<file path="src/rtl/mux8_arb_pkg.sv">
// Shared types and the round-robin pick function for the 8-way arbiter.
package mux8_arb_pkg;

  localparam int NUM_REQ = 8;
  localparam int SRC_W   = 3;

  typedef enum logic {IDLE, BURST} arb_state_e;

  // Returns the first index with valid set, starting at ptr and wrapping mod 8.
  function automatic logic [SRC_W-1:0] rr_pick(input logic [NUM_REQ-1:0] valid,
                                               input logic [SRC_W-1:0]   ptr);
    logic [SRC_W-1:0] idx;
    logic [SRC_W-1:0] pick;
    logic             found;
    pick  = ptr;
    found = 1'b0;
    for (int k = 0; k < NUM_REQ; k++) begin
      idx = ptr + SRC_W'(k);
      if (!found && valid[idx]) begin
        pick  = idx;
        found = 1'b1;
      end
    end
    return pick;
  endfunction

endpackage

</file>
<file path="src/rtl/mux_8to1.sv">
// Combinational 8-to-1 data mux, one WIDTH-bit lane per input.
module mux_8to1 #(
  parameter int WIDTH = 32
) (
  input  logic [2:0]       sel,
  input  logic [WIDTH-1:0] d0,
  input  logic [WIDTH-1:0] d1,
  input  logic [WIDTH-1:0] d2,
  input  logic [WIDTH-1:0] d3,
  input  logic [WIDTH-1:0] d4,
  input  logic [WIDTH-1:0] d5,
  input  logic [WIDTH-1:0] d6,
  input  logic [WIDTH-1:0] d7,
  output logic [WIDTH-1:0] y
);

  always_comb begin
    y = d0;
    case (sel)
      3'd0: y = d0;
      3'd1: y = d1;
      3'd2: y = d2;
      3'd3: y = d3;
      3'd4: y = d4;
      3'd5: y = d5;
      3'd6: y = d6;
      3'd7: y = d7;
      default: y = d0;
    endcase
  end

endmodule

</file>
<file path="src/rtl/mux8_rr_arbiter.sv">
// Burst-locked round-robin arbiter: eight valid/ready producers share one
// registered output stage that carries the beat's source index.
module mux8_rr_arbiter
  import mux8_arb_pkg::*;
#(
  parameter int WIDTH = 32
) (
  input  logic                          clk,
  input  logic                          rst_n,
  input  logic [NUM_REQ-1:0]            req_valid,
  input  logic [NUM_REQ-1:0]            req_last,
  input  logic [NUM_REQ-1:0][WIDTH-1:0] req_data,
  output logic [NUM_REQ-1:0]            req_ready,
  output logic                          out_valid,
  output logic [WIDTH-1:0]              out_data,
  output logic                          out_last,
  output logic [SRC_W-1:0]              out_src,
  input  logic                          out_ready
);

  arb_state_e       state_reg, state_next;
  logic [SRC_W-1:0] gnt_reg, gnt_next;
  logic [SRC_W-1:0] ptr_reg, ptr_next;
  logic             out_valid_reg;
  logic [WIDTH-1:0] out_data_reg;
  logic             out_last_reg;
  logic [SRC_W-1:0] out_src_reg;

  logic [WIDTH-1:0] sel_data;
  logic             can_load;
  logic             xfer;

  mux_8to1 #(.WIDTH(WIDTH)) u_mux (
    .sel (gnt_reg),
    .d0  (req_data[0]),
    .d1  (req_data[1]),
    .d2  (req_data[2]),
    .d3  (req_data[3]),
    .d4  (req_data[4]),
    .d5  (req_data[5]),
    .d6  (req_data[6]),
    .d7  (req_data[7]),
    .y   (sel_data)
  );

  // The output stage can take a beat when empty or draining this cycle.
  assign can_load = !out_valid_reg || out_ready;
  assign xfer     = (state_reg == BURST) && req_valid[gnt_reg] && can_load;

  // req_ready depends only on registered state and out_ready, never on req_valid.
  generate
    for (genvar gi = 0; gi < NUM_REQ; gi++) begin : g_ready
      assign req_ready[gi] = (state_reg == BURST) && (gnt_reg == SRC_W'(gi)) && can_load;
    end
  endgenerate

  always_comb begin
    state_next = state_reg;
    gnt_next   = gnt_reg;
    ptr_next   = ptr_reg;
    case (state_reg)
      IDLE: begin
        if (|req_valid) begin
          gnt_next   = rr_pick(req_valid, ptr_reg);
          state_next = BURST;
        end
      end
      BURST: begin
        if (xfer && req_last[gnt_reg]) begin
          ptr_next   = gnt_reg + SRC_W'(1);
          state_next = IDLE;
        end
      end
      default: state_next = IDLE;
    endcase
  end

  always_ff @(posedge clk or negedge rst_n) begin
    if (!rst_n) begin
      state_reg <= IDLE;
      gnt_reg   <= '0;
      ptr_reg   <= '0;
    end else begin
      state_reg <= state_next;
      gnt_reg   <= gnt_next;
      ptr_reg   <= ptr_next;
    end
  end

  always_ff @(posedge clk or negedge rst_n) begin
    if (!rst_n) begin
      out_valid_reg <= 1'b0;
      out_data_reg  <= '0;
      out_last_reg  <= 1'b0;
      out_src_reg   <= '0;
    end else if (xfer) begin
      out_valid_reg <= 1'b1;
      out_data_reg  <= sel_data;
      out_last_reg  <= req_last[gnt_reg];
      out_src_reg   <= gnt_reg;
    end else if (out_ready) begin
      out_valid_reg <= 1'b0;
    end
  end

  assign out_valid = out_valid_reg;
  assign out_data  = out_data_reg;
  assign out_last  = out_last_reg;
  assign out_src   = out_src_reg;

endmodule

</file>
<file path="config.mk">
export PLATFORM = sky130hd
export DESIGN_NAME = mux8_rr_arbiter
export DESIGN_NICKNAME = d
export VERILOG_FILES = /design/src/rtl/mux8_arb_pkg.sv /design/src/rtl/mux_8to1.sv /design/src/rtl/mux8_rr_arbiter.sv
export SDC_FILE = /design/constraint.sdc
export NUM_CORES = 1
export LEC_CHECK = 0
export ABC_AREA = 1
export CAP_MARGIN = 0
export CORE_AREA = 2 2 123 125
export DETAILED_ROUTE_END_ITERATION = 10
export DIE_AREA = 0 0 125 127
export PLACE_DENSITY = 0.77
export SLEW_MARGIN = 15
export SYNTH_ARGS = -nofsm -noshare
export SYNTH_HDL_FRONTEND = slang
export SYNTH_SLANG_ARGS = --single-unit
</file>
<file path="constraint.sdc">
create_clock -name clk -period 3.3 [get_ports clk]
set_clock_uncertainty 0.1 [all_clocks]
set_input_delay 0.66 -clock clk [delete_from_list [all_inputs] [get_ports clk]]
set_output_delay 0.66 -clock clk [all_outputs]
set_load 0.005 [all_outputs]
</file>
==> results_dict.tcl <==
set metrics [dict create \
    yosys_register_bits 44 \
    number_of_flip_flops_in_the_largest_register 32 \
    hold_violations 0 \
    p_clk_share_pct 7.8 \
    clkTransAtPathRegs_ns 0.06 \
    clock_latency_ns 0.28 \
    num_vias 5927 \
    timing.critical_path.to_type "output pin" \
    worst_setup_path_class "register to output pin" \
    ctsHtreeMaxLevel 2 \
    grt_antenna_before_repair 2 \
    grtUsageTotal_pct 27.5 \
    max_clock_freq_ghz 0.328 \
    compound_gate_portion_of_the_synthesized_area_pct 34.2 \
    post_synth_main_area_contributors "dfrtp_1 (26%), nand3_1 (12%), nand2_1 (8.8%)" \
    synth_top_area_share_pct 26.3 \
    drt-wirelength-per-cell_um 20.7 \
    max-cap-violations 0 \
    placementRows 44 \
    final_layout_size_suffix_gt1_share_pct 5.42 \
    worstPathCellList "ha_1 -> ha_2 -> nand2_1 -> nor2_1 -> clkdlybuf4s50_1" \
    crit_slowest_cell "dfrtp_1" \
    detailedPlace.worstSlack_ns 0.362 \
    num_io_pins 320 \
    r2r_end "gnt_reg[0]" \
    synthToLayoutAreaGrowth_pct 84.8 \
    synth_area_um2 4190 \
    place_inst 1082 \
    holdBufCountCts 0 \
    numCtsBuffers 5 \
    post-route-drc-count 0 \
    grt_first_pass_wirelength_um 34100 \
    synthesis.area_per_instance_um2 6.93 \
    synth.mux.area_fraction_pct 0 \
    drtAntennaViolNets 0 \
    slowest_delay_ns 0.59 \
    nFillCells 1406 \
    post_synthesis_simple_gate_area_fraction_pct 26.6 \
    dp.final_hpwl_um 17900 \
    grt_max_degree 45 \
    drt-pass1-iter-count 5 \
    die_w_um 125 \
    synth-adder-area-share_pct 2.39 \
    synth_xor_xnor_area_share_pct 1.67 \
    reg2reg_slack_ns 0.43 \
    number_of_nets_in_the_final_layout 1188 \
    die-height_um 127 \
    report.power.total_mw 6.09 \
    final_core_utilization_pct 53.6 \
    setup.worst_path.start_class "register" \
    part_of_the_yosys_area_used_for_sequential_elements_pct 26.3 \
    depth_of_the_worst_register_to_register_path 14 \
    run_status "finished, final reports clean" \
    worstPathRequired_ns 2.54 \
    final_period_minus_worst_setup_slack_ns 3.05 \
    start_util_pct 29.0 \
    synth_async_sr_flop_share_pct 100 \
    layout_worst_path_cycle_share_pct 92.5 \
    critical_path.max_fanout 14 \
    slew_headroom_pct 58.9 \
    gp_routability_congestion 0.980 \
    cts_sink_cnt 44 \
    clock_tree.buffer_depth 2 \
    cts_repair_resize_count 0 \
    tightest_slew_ns 0.617 \
    worst_slack_ns 0.249 \
    timing.rr.start "ptr_reg[0]" \
    buffer_ports.inserted 319 \
    synth_top_area_cell "dfrtp_1" \
    power_density_nw_per_um2 788 \
    synth_top_flop_cell "dfrtp_1" \
    power.share.combinational_pct 74.1 \
    synth_warnings 0 \
    switchingPower_mw 3.00 \
    net_count_of_the_mapped_netlist 887 \
    route.final.wire_length_um 22600 \
    peakVddDrop_uv 294 \
    power.share.sequential_pct 18.1 \
    postSynthCellCount 604 \
    p_int_mw 3.10 \
    cts-root-buf "clkbuf_16" \
    vias_in_the_first_global_route 5911 \
    timing.final.setup_violations 0 \
    static_leakage_nw 3.34 \
    fin_tns_setup_ns 0 \
    tritoncts "yes" \
    postCtsSetupBuffers 0 \
    layout.cells.non_filler 1090 \
    via_per_inst 5.44 \
    min_path_type "input port to asynchronous set/reset pin" \
    yosysUniqueCellTypes 37 \
    dominant_combinational_cell_family_by_area_after_synthesis "compound AO/OA/AOI/OAI gates" \
    p_sw_share_pct 49.2 \
    core_region_area_um2 14400 \
    cp_data_arrival_time_ns 2.29 \
    rsz_0062_raised_after_global_routing "false" \
    timing_max_transition_violations_final 0 \
    grt_overflow 0 \
    drt-initial-drc-count 384 \
    number_of_flops_mapped_to_enable_cells_by_yosys 0 \
    design.die.area_um2 15900 \
]
## metal layers
metal  wire, um  up-vias  track usage [%]
li1           -     2802                -
met1       8990     2792             33.8
met2      11200      290             48.0
met3       1640       43             5.74
met4        737        0             9.74
met5          0        -                0
## per-stage QoR
| step | area [um2] | hold slack (ns) |
|---|---|---|
| after global placement | 7600 | 0.353 |
| after floorplan | 4190 | 0.264 |
| after detailed placement | 7600 | 0.357 |
| final | 7740 | 0.0793 |
| after global routing | 7740 | 0.0727 |
| after CTS | 7730 | 0.0699 |
## synth_stat cells, types with 6 or more instances
master,number
nand3_1,102
a21o_1,32
nand2_1,98
ha_1,8
inv_2,6
a31oi_1,33
buf_2,9
a32o_1,7
inv_1,39
dfrtp_1,44
a21oi_1,34
clkbuf_1,33
nor2_1,24
o21ai_0,40
a22o_1,24
a221oi_1,31
## layout by cell type, fill, tap and decap left out, drive strengths merged, types with 5 or more instances in the layout
master	synthesis	layout
clkdlybuf4s50	0	318
nand3	104	104
nand2	102	102
inv	45	45
dfrtp	44	44
o21ai	43	43
a21oi	34	34
a31oi	33	33
a21o	32	32
a221oi	31	31
nor2	26	26
a22o	24	24
buf	14	23
ha	8	8
a32o	7	7
clkbuf	33	6
o22ai	5	5
## cell families (layout without fill, tap and decap cells)
group                      count (synthesis)  after routing
AOI/OAI and AO/OA                        211            211
xor gates and xnor gates                   5              5
adders and majority gates                  8              8
buffers and inverters                     94            394
DFF                                       44             44
other                                      0              2
and+or+nand+nor                          242            242
## final cells by class
| cell class | instances | area (um2) | area share (%) |
|---|---|---|---|
| Multi-Input combinational cell | 466 | 2730 | 35.3 |
| Inverter | 47 | 176 | 2.28 |
| Clock buffer | 6 | 129 | 1.67 |
| Antenna cell | 2 | 5.00 | 0.0647 |
| Timing Repair Buffer | 341 | 3370 | 43.5 |
| Tap cell | 184 | 230 | 2.98 |
| Sequential cell | 44 | 1100 | 14.2 |
## power groups by stage
stage / registers, mW / clock network (mW) / logic, mW
after floorplan: 0.987 / 0 / 2.81
after global placement: 1.11 / 0 / 4.46
after detailed placement: 1.10 / 0 / 4.50
after CTS: 1.10 / 0.490 / 4.51
after global routing: 1.14 / 0.503 / 5.00
final: 1.10 / 0.478 / 4.51
## worst max path at each step
stage                     startpoint      endpoint  slack (ns)  cells past startpoint
after global placement     out_ready  req_ready[0]        0.41                      6
after floorplan           gnt_reg[2]  req_ready[3]        0.91                      7
after CTS                 gnt_reg[0]  req_ready[3]        0.25                      5
after detailed placement   out_ready  req_ready[0]        0.36                      6
final                     gnt_reg[0]  req_ready[3]        0.25                      5
after global routing      gnt_reg[0]  req_ready[3]        0.10                      5
## worst max-delay path: cells and delay by family (launching register included)
family                   cells  cell delay (ns)
adder cells (fa/ha/maj)      2             0.67
AND/OR/NAND/NOR              2             0.21
buffers and inverters        1             0.52
flip-flops                   1             0.59
(Power assumes the default switching activity.)
